==> config.mk <==
export PLATFORM = sky130hd
export DESIGN_NAME = simple_alu_arbiter_flat
export DESIGN_NICKNAME = d
export VERILOG_FILES = /design/src/rtl/simple_alu_arbiter_if.sv /design/src/rtl/simple_alu_arbiter.sv /design/src/flat_wrapper.sv
export SDC_FILE = /design/constraint.sdc
export NUM_CORES = 1
export LEC_CHECK = 0
export ABC_AREA = 1
export CAP_MARGIN = 20
export CORE_AREA = 2 2 330 332
export CTS_CLUSTER_DIAMETER = 120
export DETAILED_ROUTE_END_ITERATION = 8
export DIE_AREA = 0 0 332 334
export HOLD_SLACK_MARGIN = 0.05
export PLACE_DENSITY_LB_ADDON = 0.08
export SKIP_CTS_REPAIR_TIMING = 1
export SYNTH_ARGS = -nofsm -noshare
export SYNTH_HDL_FRONTEND = slang
export SYNTH_SLANG_ARGS = --single-unit
export TNS_END_PERCENT = 100
==> constraint.sdc <==
create_clock -name clk_i -period 13.14 [get_ports clk_i]
set_input_delay 3.942 -clock clk_i [delete_from_list [all_inputs] [get_ports clk_i]]
set_output_delay 3.942 -clock clk_i [all_outputs]
set_load 0.005 [all_outputs]
==> src/rtl/simple_alu_arbiter_if.sv <==
// Bundles the requester stream ports and the shared ALU port of simple_alu_arbiter.
// The master modport is the arbiter's view; the slave modport is the environment's.
interface simple_alu_arbiter_if #(
   parameter int NumReq    = 4,
   parameter int DataWidth = 64
);
   logic [NumReq*DataWidth-1:0] req_a_i;
   logic [NumReq*DataWidth-1:0] req_b_i;
   logic [NumReq*2-1:0]         req_op_i;
   logic [NumReq-1:0]           req_valid_i;
   logic [NumReq-1:0]           req_ready_o;
   logic [DataWidth-1:0]        resp_data_o;
   logic [NumReq-1:0]           resp_valid_o;
   logic [NumReq-1:0]           resp_ready_i;
   logic [DataWidth-1:0]        alu_a_o;
   logic [DataWidth-1:0]        alu_b_o;
   logic                        alu_a_valid_o;
   logic                        alu_b_valid_o;
   logic                        alu_a_ready_i;
   logic                        alu_b_ready_i;
   logic [1:0]                  alu_config_o;
   logic [DataWidth-1:0]        alu_result_i;
   logic                        alu_result_valid_i;
   logic                        alu_result_ready_o;

   modport master (
      input  req_a_i, req_b_i, req_op_i, req_valid_i, resp_ready_i,
      input  alu_a_ready_i, alu_b_ready_i, alu_result_i, alu_result_valid_i,
      output req_ready_o, resp_data_o, resp_valid_o,
      output alu_a_o, alu_b_o, alu_a_valid_o, alu_b_valid_o, alu_config_o, alu_result_ready_o
   );

   modport slave (
      output req_a_i, req_b_i, req_op_i, req_valid_i, resp_ready_i,
      output alu_a_ready_i, alu_b_ready_i, alu_result_i, alu_result_valid_i,
      input  req_ready_o, resp_data_o, resp_valid_o,
      input  alu_a_o, alu_b_o, alu_a_valid_o, alu_b_valid_o, alu_config_o, alu_result_ready_o
   );
endinterface

==> src/rtl/simple_alu_arbiter.sv <==
// Round-robin arbiter sharing one ALU between NumReq requesters, one operation in flight.
// Sequence per operation: IDLE (grant) -> ISSUE (operands) -> WAIT (result) -> RESP (return).
module simple_alu_arbiter #(
   parameter int NumReq    = 4,
   parameter int DataWidth = 64,
   parameter int CntWidth  = 32
) (
   input  logic                      clk_i,
   input  logic                      rst_i,
   simple_alu_arbiter_if.master      bus,
   output logic                      busy_o,
   output logic [$clog2(NumReq)-1:0] grant_id_o,
   output logic [CntWidth-1:0]       ops_done_o
);
   localparam int IdxW = $clog2(NumReq);

   typedef enum logic [1:0] {
      IDLE  = 2'd0,
      ISSUE = 2'd1,
      WAIT  = 2'd2,
      RESP  = 2'd3
   } state_e;

   state_e               state_q, state_d;
   logic [IdxW-1:0]      ptr_q, ptr_d;
   logic [IdxW-1:0]      grant_q, grant_d;
   logic [DataWidth-1:0] a_q, a_d;
   logic [DataWidth-1:0] b_q, b_d;
   logic [1:0]           op_q, op_d;
   logic [DataWidth-1:0] res_q, res_d;
   logic                 alu_valid_q, alu_valid_d;
   logic                 res_rdy_q, res_rdy_d;
   logic [NumReq-1:0]    resp_valid_q, resp_valid_d;
   logic                 busy_q, busy_d;
   logic [CntWidth-1:0]  cnt_q, cnt_d;

   logic [IdxW-1:0]      cand [NumReq];
   logic                 win_found;
   logic [IdxW-1:0]      win_idx;

   // Round-robin search starting at the pointer; first valid requester wins.
   always_comb begin
      win_found = 1'b0;
      win_idx   = '0;
      for (int i = 0; i < NumReq; i++) begin
         cand[i]   = IdxW'((int'(ptr_q) + i) % NumReq);
         win_idx   = (!win_found && bus.req_valid_i[cand[i]]) ? cand[i] : win_idx;
         win_found = win_found | bus.req_valid_i[cand[i]];
      end
   end

   // Acceptance is only offered while idle and out of reset.
   assign bus.req_ready_o = (state_q == IDLE && win_found && !rst_i)
                            ? (NumReq'(1) << win_idx) : '0;

   // Next-state and next-output computation for the operation sequencer.
   always_comb begin
      state_d      = state_q;
      ptr_d        = ptr_q;
      grant_d      = grant_q;
      a_d          = a_q;
      b_d          = b_q;
      op_d         = op_q;
      res_d        = res_q;
      alu_valid_d  = alu_valid_q;
      res_rdy_d    = res_rdy_q;
      resp_valid_d = resp_valid_q;
      busy_d       = busy_q;
      cnt_d        = cnt_q;
      case (state_q)
         IDLE: begin
            // Stray ALU results are drained while idle.
            res_rdy_d = 1'b1;
            if (win_found) begin
               a_d         = bus.req_a_i[int'(win_idx)*DataWidth +: DataWidth];
               b_d         = bus.req_b_i[int'(win_idx)*DataWidth +: DataWidth];
               op_d        = bus.req_op_i[int'(win_idx)*2 +: 2];
               grant_d     = win_idx;
               ptr_d       = (win_idx == IdxW'(NumReq - 1)) ? '0 : win_idx + 1'b1;
               state_d     = ISSUE;
               alu_valid_d = 1'b1;
               res_rdy_d   = 1'b0;
               busy_d      = 1'b1;
            end else begin
               state_d = IDLE;
            end
         end
         ISSUE: begin
            if (bus.alu_a_ready_i && bus.alu_b_ready_i) begin
               state_d     = WAIT;
               alu_valid_d = 1'b0;
               res_rdy_d   = 1'b1;
            end else begin
               state_d = ISSUE;
            end
         end
         WAIT: begin
            if (bus.alu_result_valid_i) begin
               res_d        = bus.alu_result_i;
               state_d      = RESP;
               res_rdy_d    = 1'b0;
               resp_valid_d = NumReq'(1) << grant_q;
            end else begin
               state_d = WAIT;
            end
         end
         RESP: begin
            if (bus.resp_ready_i[grant_q]) begin
               state_d      = IDLE;
               resp_valid_d = '0;
               res_d        = '0;
               busy_d       = 1'b0;
               res_rdy_d    = 1'b1;
               cnt_d        = cnt_q + CntWidth'(1);
            end else begin
               state_d = RESP;
            end
         end
         default: begin
            state_d      = IDLE;
            alu_valid_d  = 1'b0;
            res_rdy_d    = 1'b0;
            resp_valid_d = '0;
            busy_d       = 1'b0;
         end
      endcase
   end

   // State and registered outputs; reset drops any operation in flight.
   always_ff @(posedge clk_i or posedge rst_i) begin
      if (rst_i) begin
         state_q      <= IDLE;
         ptr_q        <= '0;
         grant_q      <= '0;
         a_q          <= '0;
         b_q          <= '0;
         op_q         <= 2'd0;
         res_q        <= '0;
         alu_valid_q  <= 1'b0;
         res_rdy_q    <= 1'b0;
         resp_valid_q <= '0;
         busy_q       <= 1'b0;
         cnt_q        <= '0;
      end else begin
         state_q      <= state_d;
         ptr_q        <= ptr_d;
         grant_q      <= grant_d;
         a_q          <= a_d;
         b_q          <= b_d;
         op_q         <= op_d;
         res_q        <= res_d;
         alu_valid_q  <= alu_valid_d;
         res_rdy_q    <= res_rdy_d;
         resp_valid_q <= resp_valid_d;
         busy_q       <= busy_d;
         cnt_q        <= cnt_d;
      end
   end

   assign bus.alu_a_o            = a_q;
   assign bus.alu_b_o            = b_q;
   assign bus.alu_config_o       = op_q;
   assign bus.alu_a_valid_o      = alu_valid_q;
   assign bus.alu_b_valid_o      = alu_valid_q;
   assign bus.alu_result_ready_o = res_rdy_q;
   assign bus.resp_data_o        = res_q;
   assign bus.resp_valid_o       = resp_valid_q;
   assign busy_o                 = busy_q;
   assign grant_id_o             = grant_q;
   assign ops_done_o             = cnt_q;
endmodule
==> src/flat_wrapper.sv <==
// flat-port wrapper written by rule: the top's interface ports become plain ports
module simple_alu_arbiter_flat 
#(
   parameter int NumReq    = 4,
   parameter int DataWidth = 64,
   parameter int CntWidth  = 32
)
  (clk_i, rst_i, busy_o, grant_id_o, ops_done_o, bus_req_a_i, bus_req_b_i, bus_req_op_i, bus_req_valid_i, bus_resp_ready_i, bus_alu_a_ready_i, bus_alu_b_ready_i, bus_alu_result_i, bus_alu_result_valid_i, bus_req_ready_o, bus_resp_data_o, bus_resp_valid_o, bus_alu_a_o, bus_alu_b_o, bus_alu_a_valid_o, bus_alu_b_valid_o, bus_alu_config_o, bus_alu_result_ready_o);
  simple_alu_arbiter_if #(.NumReq(NumReq), .DataWidth(DataWidth)) bus_i ();
  input  logic clk_i;
  input  logic rst_i;
  output logic busy_o;
  output logic [$clog2(NumReq)-1:0] grant_id_o;
  output logic [CntWidth-1:0] ops_done_o;
  input wire logic [$bits(bus_i.req_a_i)-1:0] bus_req_a_i;
  input wire logic [$bits(bus_i.req_b_i)-1:0] bus_req_b_i;
  input wire logic [$bits(bus_i.req_op_i)-1:0] bus_req_op_i;
  input wire logic [$bits(bus_i.req_valid_i)-1:0] bus_req_valid_i;
  input wire logic [$bits(bus_i.resp_ready_i)-1:0] bus_resp_ready_i;
  input wire logic [$bits(bus_i.alu_a_ready_i)-1:0] bus_alu_a_ready_i;
  input wire logic [$bits(bus_i.alu_b_ready_i)-1:0] bus_alu_b_ready_i;
  input wire logic [$bits(bus_i.alu_result_i)-1:0] bus_alu_result_i;
  input wire logic [$bits(bus_i.alu_result_valid_i)-1:0] bus_alu_result_valid_i;
  output wire logic [$bits(bus_i.req_ready_o)-1:0] bus_req_ready_o;
  output wire logic [$bits(bus_i.resp_data_o)-1:0] bus_resp_data_o;
  output wire logic [$bits(bus_i.resp_valid_o)-1:0] bus_resp_valid_o;
  output wire logic [$bits(bus_i.alu_a_o)-1:0] bus_alu_a_o;
  output wire logic [$bits(bus_i.alu_b_o)-1:0] bus_alu_b_o;
  output wire logic [$bits(bus_i.alu_a_valid_o)-1:0] bus_alu_a_valid_o;
  output wire logic [$bits(bus_i.alu_b_valid_o)-1:0] bus_alu_b_valid_o;
  output wire logic [$bits(bus_i.alu_config_o)-1:0] bus_alu_config_o;
  output wire logic [$bits(bus_i.alu_result_ready_o)-1:0] bus_alu_result_ready_o;
  assign bus_i.req_a_i = bus_req_a_i;
  assign bus_i.req_b_i = bus_req_b_i;
  assign bus_i.req_op_i = bus_req_op_i;
  assign bus_i.req_valid_i = bus_req_valid_i;
  assign bus_i.resp_ready_i = bus_resp_ready_i;
  assign bus_i.alu_a_ready_i = bus_alu_a_ready_i;
  assign bus_i.alu_b_ready_i = bus_alu_b_ready_i;
  assign bus_i.alu_result_i = bus_alu_result_i;
  assign bus_i.alu_result_valid_i = bus_alu_result_valid_i;
  assign bus_req_ready_o = bus_i.req_ready_o;
  assign bus_resp_data_o = bus_i.resp_data_o;
  assign bus_resp_valid_o = bus_i.resp_valid_o;
  assign bus_alu_a_o = bus_i.alu_a_o;
  assign bus_alu_b_o = bus_i.alu_b_o;
  assign bus_alu_a_valid_o = bus_i.alu_a_valid_o;
  assign bus_alu_b_valid_o = bus_i.alu_b_valid_o;
  assign bus_alu_config_o = bus_i.alu_config_o;
  assign bus_alu_result_ready_o = bus_i.alu_result_ready_o;
  simple_alu_arbiter #(.NumReq(NumReq), .DataWidth(DataWidth), .CntWidth(CntWidth)) u_core (.clk_i(clk_i), .rst_i(rst_i), .bus(bus_i), .busy_o(busy_o), .grant_id_o(grant_id_o), .ops_done_o(ops_done_o));
endmodule
Yosys cells after proc, flatten, opt, wreduce, memory -nomap -nowiden

Index checks and enable logic that the tools add are counted.

Output and inout port bits: 240
Bits in registers: 239
Input bits: 597
Word-level logic and storage cells: 95

Equality and inequality tests: 8
Bitwise operators: 3
Order comparisons: 5
Add/sub/neg operators: 5
Reduce and logical (&&, ||, !) cells: 20
Multiplexer cells: 37
Shift operators: 5

Operators with widths:

| operator                                                                | count |
|---|---|
| 256-bit by 9-bit indexed part select with 64-bit output                 | 2 |
| 64-bit 2-to-1 mux                                                       | 2 |
| 64-bit one-hot mux with 2 select lines                                  | 1 |
| 32-bit by 1-bit adder with 32-bit output, second input constant         | 1 |
| 2-bit by 3-bit < comparator with 1-bit output, second input constant    | 5 |
| 1-bit 2-to-1 mux                                                        | 14 |
| 2-bit 2-to-1 mux                                                        | 7 |
| 4-bit 2-to-1 mux                                                        | 3 |
| 3-bit AND reduction                                                     | 4 |
| 1-bit binary-select mux with 2-bit select                               | 5 |
| 2-bit one-hot mux with 4 select lines                                   | 1 |
| 4-bit one-hot mux with 2 select lines                                   | 1 |
| 8-bit by 4-bit indexed part select with 2-bit output                    | 1 |
| 1-bit by 2-bit << shifter with 4-bit output, first input constant       | 2 |
| 2-bit == test, second input constant                                    | 3 |
| 1-bit logical AND                                                       | 6 |
| 2-bit by 1-bit inequality test with 1-bit output, second input constant | 3 |
| 2-bit nonzero test                                                      | 3 |
| 2-bit by 1-bit adder with 2-bit output, second input constant           | 2 |
| 2-bit adder, second input constant                                      | 2 |
| 1-bit logical NOT                                                       | 4 |
| 1-bit one-hot mux with 2 select lines                                   | 2 |
| 1-bit one-hot mux with 4 select lines                                   | 1 |
| 2-bit AND reduction                                                     | 2 |
| 4 further kinds                                                         | 6 |

Logic depth before layout (Yosys ltp)

Word-level depth: 10
Depth in mapped cells: 18

Worst setup path before layout

Ideal clock, no wire load.

Kind: input-to-output
Start: input rst_i
End: output bus_req_ready_o[2]
Setup slack: -0.717 ns
Stages on the path: 3
Data required time: 9.198 ns
Arrival time: 9.915 ns
Buffers on the path: 0
Cells stage by stage: inv_1 -> nand2_1 -> nor3_1

Cells in the longest elaborated chain, start to end: 3

Ends and longest elaborated chain:

| item              | line                     | text |
|---|---|---|
| from (decl)       | flat_wrapper.sv:11       | `input logic rst_i;` |
| 1-bit logical NOT | simple_alu_arbiter.sv:53 | `assign bus.req_ready_o = (state_q == IDLE && win_found && !rst_i)` |
| 1-bit logical AND | simple_alu_arbiter.sv:53 |  |
| 4-bit 2-to-1 mux  | simple_alu_arbiter.sv:54 | `? (NumReq'(1) << win_idx) : '0;` |
| to (decl)         | flat_wrapper.sv:24       | `output wire logic [$bits(bus_i.req_ready_o)-1:0] bus_req_ready_o;` |

No other way between the ends.

Final worst setup path

Start: input bus_req_valid_i[1]
End: output bus_req_ready_o[2]

Cells in the longest elaborated chain, start to end: 9

Ends and longest elaborated chain:

| item                                                  | line                                               | text |
|---|---|---|
| from (decl)                                           | flat_wrapper.sv:18                                 | `input wire logic [$bits(bus_i.req_valid_i)-1:0] bus_req_valid_i;` |
| 1-bit binary-select mux with 2-bit select             | simple_alu_arbiter.sv:47, simple_alu_arbiter.sv:48 |  |
| 1-bit 2-to-1 mux (implied by the code)                | simple_alu_arbiter.sv:47, simple_alu_arbiter.sv:48 |  |
| 1-bit logical NOT or 1-bit bitwise OR (tied branches) | simple_alu_arbiter.sv:47, simple_alu_arbiter.sv:48 |  |
| 1-bit logical AND, or another cell as far along       | simple_alu_arbiter.sv:47                           | `win_idx = (!win_found && bus.req_valid_i[cand[i]]) ? cand[i] : win_idx;` |
| 2-bit 2-to-1 mux, or another cell as far along        | simple_alu_arbiter.sv:47                           |  |
| 2-bit 2-to-1 mux or 1-bit logical AND (tied branches) | simple_alu_arbiter.sv:47                           |  |
| 2-bit 2-to-1 mux                                      | simple_alu_arbiter.sv:47                           |  |
| 1-bit by 2-bit << shifter with 4-bit output           | simple_alu_arbiter.sv:54                           |  |
| 4-bit 2-to-1 mux *                                    | simple_alu_arbiter.sv:54                           |  |

Every way passes the cells marked *; elsewhere a longest branch is shown, timed or not. The select of a mux whose other input is x is not followed.

==> flow_metrics.tcl <==
set metrics [dict create \
    status "finished clean" \
    cts_max_level 2 \
    synth.top_cell.area_share_pct 41.4 \
    ys.flop_type "dfrtp_1" \
    grt_antenna_before_repair 15 \
    drv_cap 0 \
    grt_pass1_wl_mm 126 \
    cts_root_buf "clkbuf_16" \
    final_util_pct 23.4 \
    drt_wl_total_mm 88.3 \
    critPathCaptureType "output pin" \
    core_area_sq_um 108000 \
    irDropWorstVdd_mv 0.196 \
    first_pass_iters 5 \
    finalNonFillerCells 4357 \
    layout_common_cells "nand2_1 (959), clkdlybuf4s50_1 (835), nand3_1 (414), dfrtp_1 (239), inv_1 (154)" \
    yosysUniqueCellTypes 35 \
    area_delta_synth_final_pct 74.2 \
    rows 121 \
    clk_latency_ns 0.56 \
    overflow 0 \
    drive_gt1_share_pct 3.07 \
    vias 17167 \
    synth_seq_area_share_pct 41.4 \
    setup_slack_ns 2.08 \
    finalCriticalPeriod_ns 11.06 \
    cts_tree "yes" \
    finish.instance_area_sq_um 25200 \
    clk_path_buf_depth 3 \
    finClkSkew_ns 0.0249 \
    yosys_warnings 0 \
    rsz0062_at_grt "no" \
    cp_max_fo 73 \
    synth.area.top_cells "dfrtp_1 (41%), nand2_1 (25%), nand3_1 (14%), inv_1 (4.0%), o21ai_0 (3.5%)" \
    worstSetupStartpointType "input pin" \
    r2r_start "u_core.ptr_q[0]$_DFFE_PP0P_" \
    fin_crit_sh_pct 84.2 \
    reg2reg_slack_ns 8.40 \
    ios 837 \
    worstMarginPinSlew_ns 1.08 \
    io_buffer_count 836 \
    nNetsFinal 3513 \
    slew-limit-headroom_pct 28.0 \
    hold_ws_ns 0.492 \
    place_hpwl_mm 66.9 \
    hold_class "reg2reg" \
    synth_edf_count 0 \
    drtIter0Drc 682 \
    gp_congestion 0.860 \
    syn_inst 2168 \
    worstPathArrival_ns 7.12 \
    syn_area_sq_um 14500 \
    dp_slack_ns 1.92 \
    drv_slew 0 \
    max_freq_mhz 90.4 \
    power.total_mw 5.91 \
    grt_usage_pct 15.3 \
    dpl_cell_area_sq_um 24000 \
    final_common_cell "nand2_1" \
    drc_errors 0 \
    synth_top_area_cell "dfrtp_1" \
    cts_buffers 37 \
    clock_sinks 239 \
    power.density_nw_per_um2 235 \
    syn_nets 2767 \
    path_clk_slew_ns 0.06 \
    critPathLaunch "bus_req_valid_i[1]" \
    dieArea_sq_um 111000 \
    critPathRequiredTime_ns 9.20 \
    avgSynthCellArea_sq_um 6.67 \
    vias_per_cell 3.94 \
    ys_ff_latch 239 \
    crit_type "in2out" \
    grt_max_degree 167 \
    routedWlPerCell_um 20.3 \
    min_from "u_core.bus.alu_config_o[1]$_DFFE_PP0P_" \
    ys_async_sr_fraction_pct 100 \
    hold_violations 0 \
    die_h_um 334 \
    power.leakage_nw 11.5 \
    dp_cells 4289 \
    setup_viol 0 \
    setup_tns_ns 0 \
    ant_nets 0 \
    die_x_um 332 \
    grt_pass1_vias 17885 \
    start_util_pct 13.4 \
]
==> worst max-delay path, cell delays in order <==
cell	delay, ns
clkdlybuf4s50_1	0.48
inv_1	0.05
nand2_1	0.07
nand3_1	0.09
nand2_1	0.12
inv_1	0.09
nand3_2	0.18
nand2_8	0.32
inv_6	0.60
nand2_1	0.30
nor3_1	0.25
clkdlybuf4s50_1	0.54
==> flip-flops by register name, summed over array words and instances, names as in the netlist <==
signal and cells:
u_core.bus.resp_data_o 64, u_core.ptr_q 2, u_core.bus.alu_b_o 64, u_core.grant_id_o 2, u_core.busy_o 1, u_core.bus.alu_a_valid_o 1
u_core.ops_done_o 32, u_core.state_q 2, u_core.bus.alu_result_ready_o 1, u_core.bus.alu_config_o 2, u_core.bus.resp_valid_o 4, u_core.bus.alu_a_o 64
==> report_power, final <==
group / switching (mW) / leakage, nW / total [mW] / internal, mW
Clock: 0.398 / 0.566 / 0.973 / 0.574
Combinational: 2.40 / 7.86 / 3.71 / 1.31
Sequential: 0.185 / 3.06 / 1.22 / 1.04
==> metal layers <==
| metal | up-vias | share of wire [%] | global-route usage, % | wire (um) |
|---|---|---|---|---|
| met4 | 10 | 2.0 | 3.26 | 1760 |
| met3 | 86 | 6.6 | 4.30 | 5870 |
| met5 | - | 0.077 | 0 | 68 |
| li1 | 8391 | - | - | - |
| met1 | 8116 | 39 | 17.2 | 34500 |
| met2 | 564 | 52 | 28.6 | 46100 |
==> cell type report <==
| cell class | instances | area [sq um] |
|---|---|---|
| clock inverter | 10 | 86.3 |
| tap | 1414 | 1770 |
| fill | 12133 | 82600 |
| clock buffer | 51 | 1050 |
| antenna | 7 | 17.5 |
| sequential | 239 | 5980 |
| inverter | 160 | 619 |
| multi-input combinational | 1621 | 7130 |
| timing repair buffer | 855 | 8530 |
==> kinds of logic after synthesis <==
| logic type | synth area share [%] |
|---|---|
| simple gates | 41.9 |
| buf+inv | 9.68 |
| flops | 41.4 |
| compound gates | 5.09 |
| xor+xnor | 1.82 |
| fa+ha+maj | 0.173 |
==> Yosys cell counts, types with 11 or more instances <==
cell and number:
nand2_1 960, nor3_1 12, xnor2_1 14, nor2_1 30, dfrtp_1 239, clkbuf_1 72
nand4_1 11, buf_1 11, o21ai_1 33, buf_2 37, nand3_1 415, buf_6 22
inv_1 156, xor2_1 16, o21ai_0 100
==> path summary, 6_finish.rpt <==
check | to | depth (start not counted)
worst max-delay path | bus_req_ready_o[2] | 12
worst min-delay path | u_core.bus.alu_config_o[1]$_DFFE_PP0P_ | 2
worst max register to register | u_core.bus.alu_a_o[5]$_DFFE_PP0P_ | 16
worst min register to register | u_core.bus.alu_config_o[1]$_DFFE_PP0P_ | 2
max in group asynchronous | u_core.bus.alu_a_o[25]$_DFFE_PP0P_ | 4
min in group asynchronous | u_core.bus.resp_data_o[63]$_DFFE_PP0P_ | 2
Note: power is estimated with default switching activity, not from simulation.
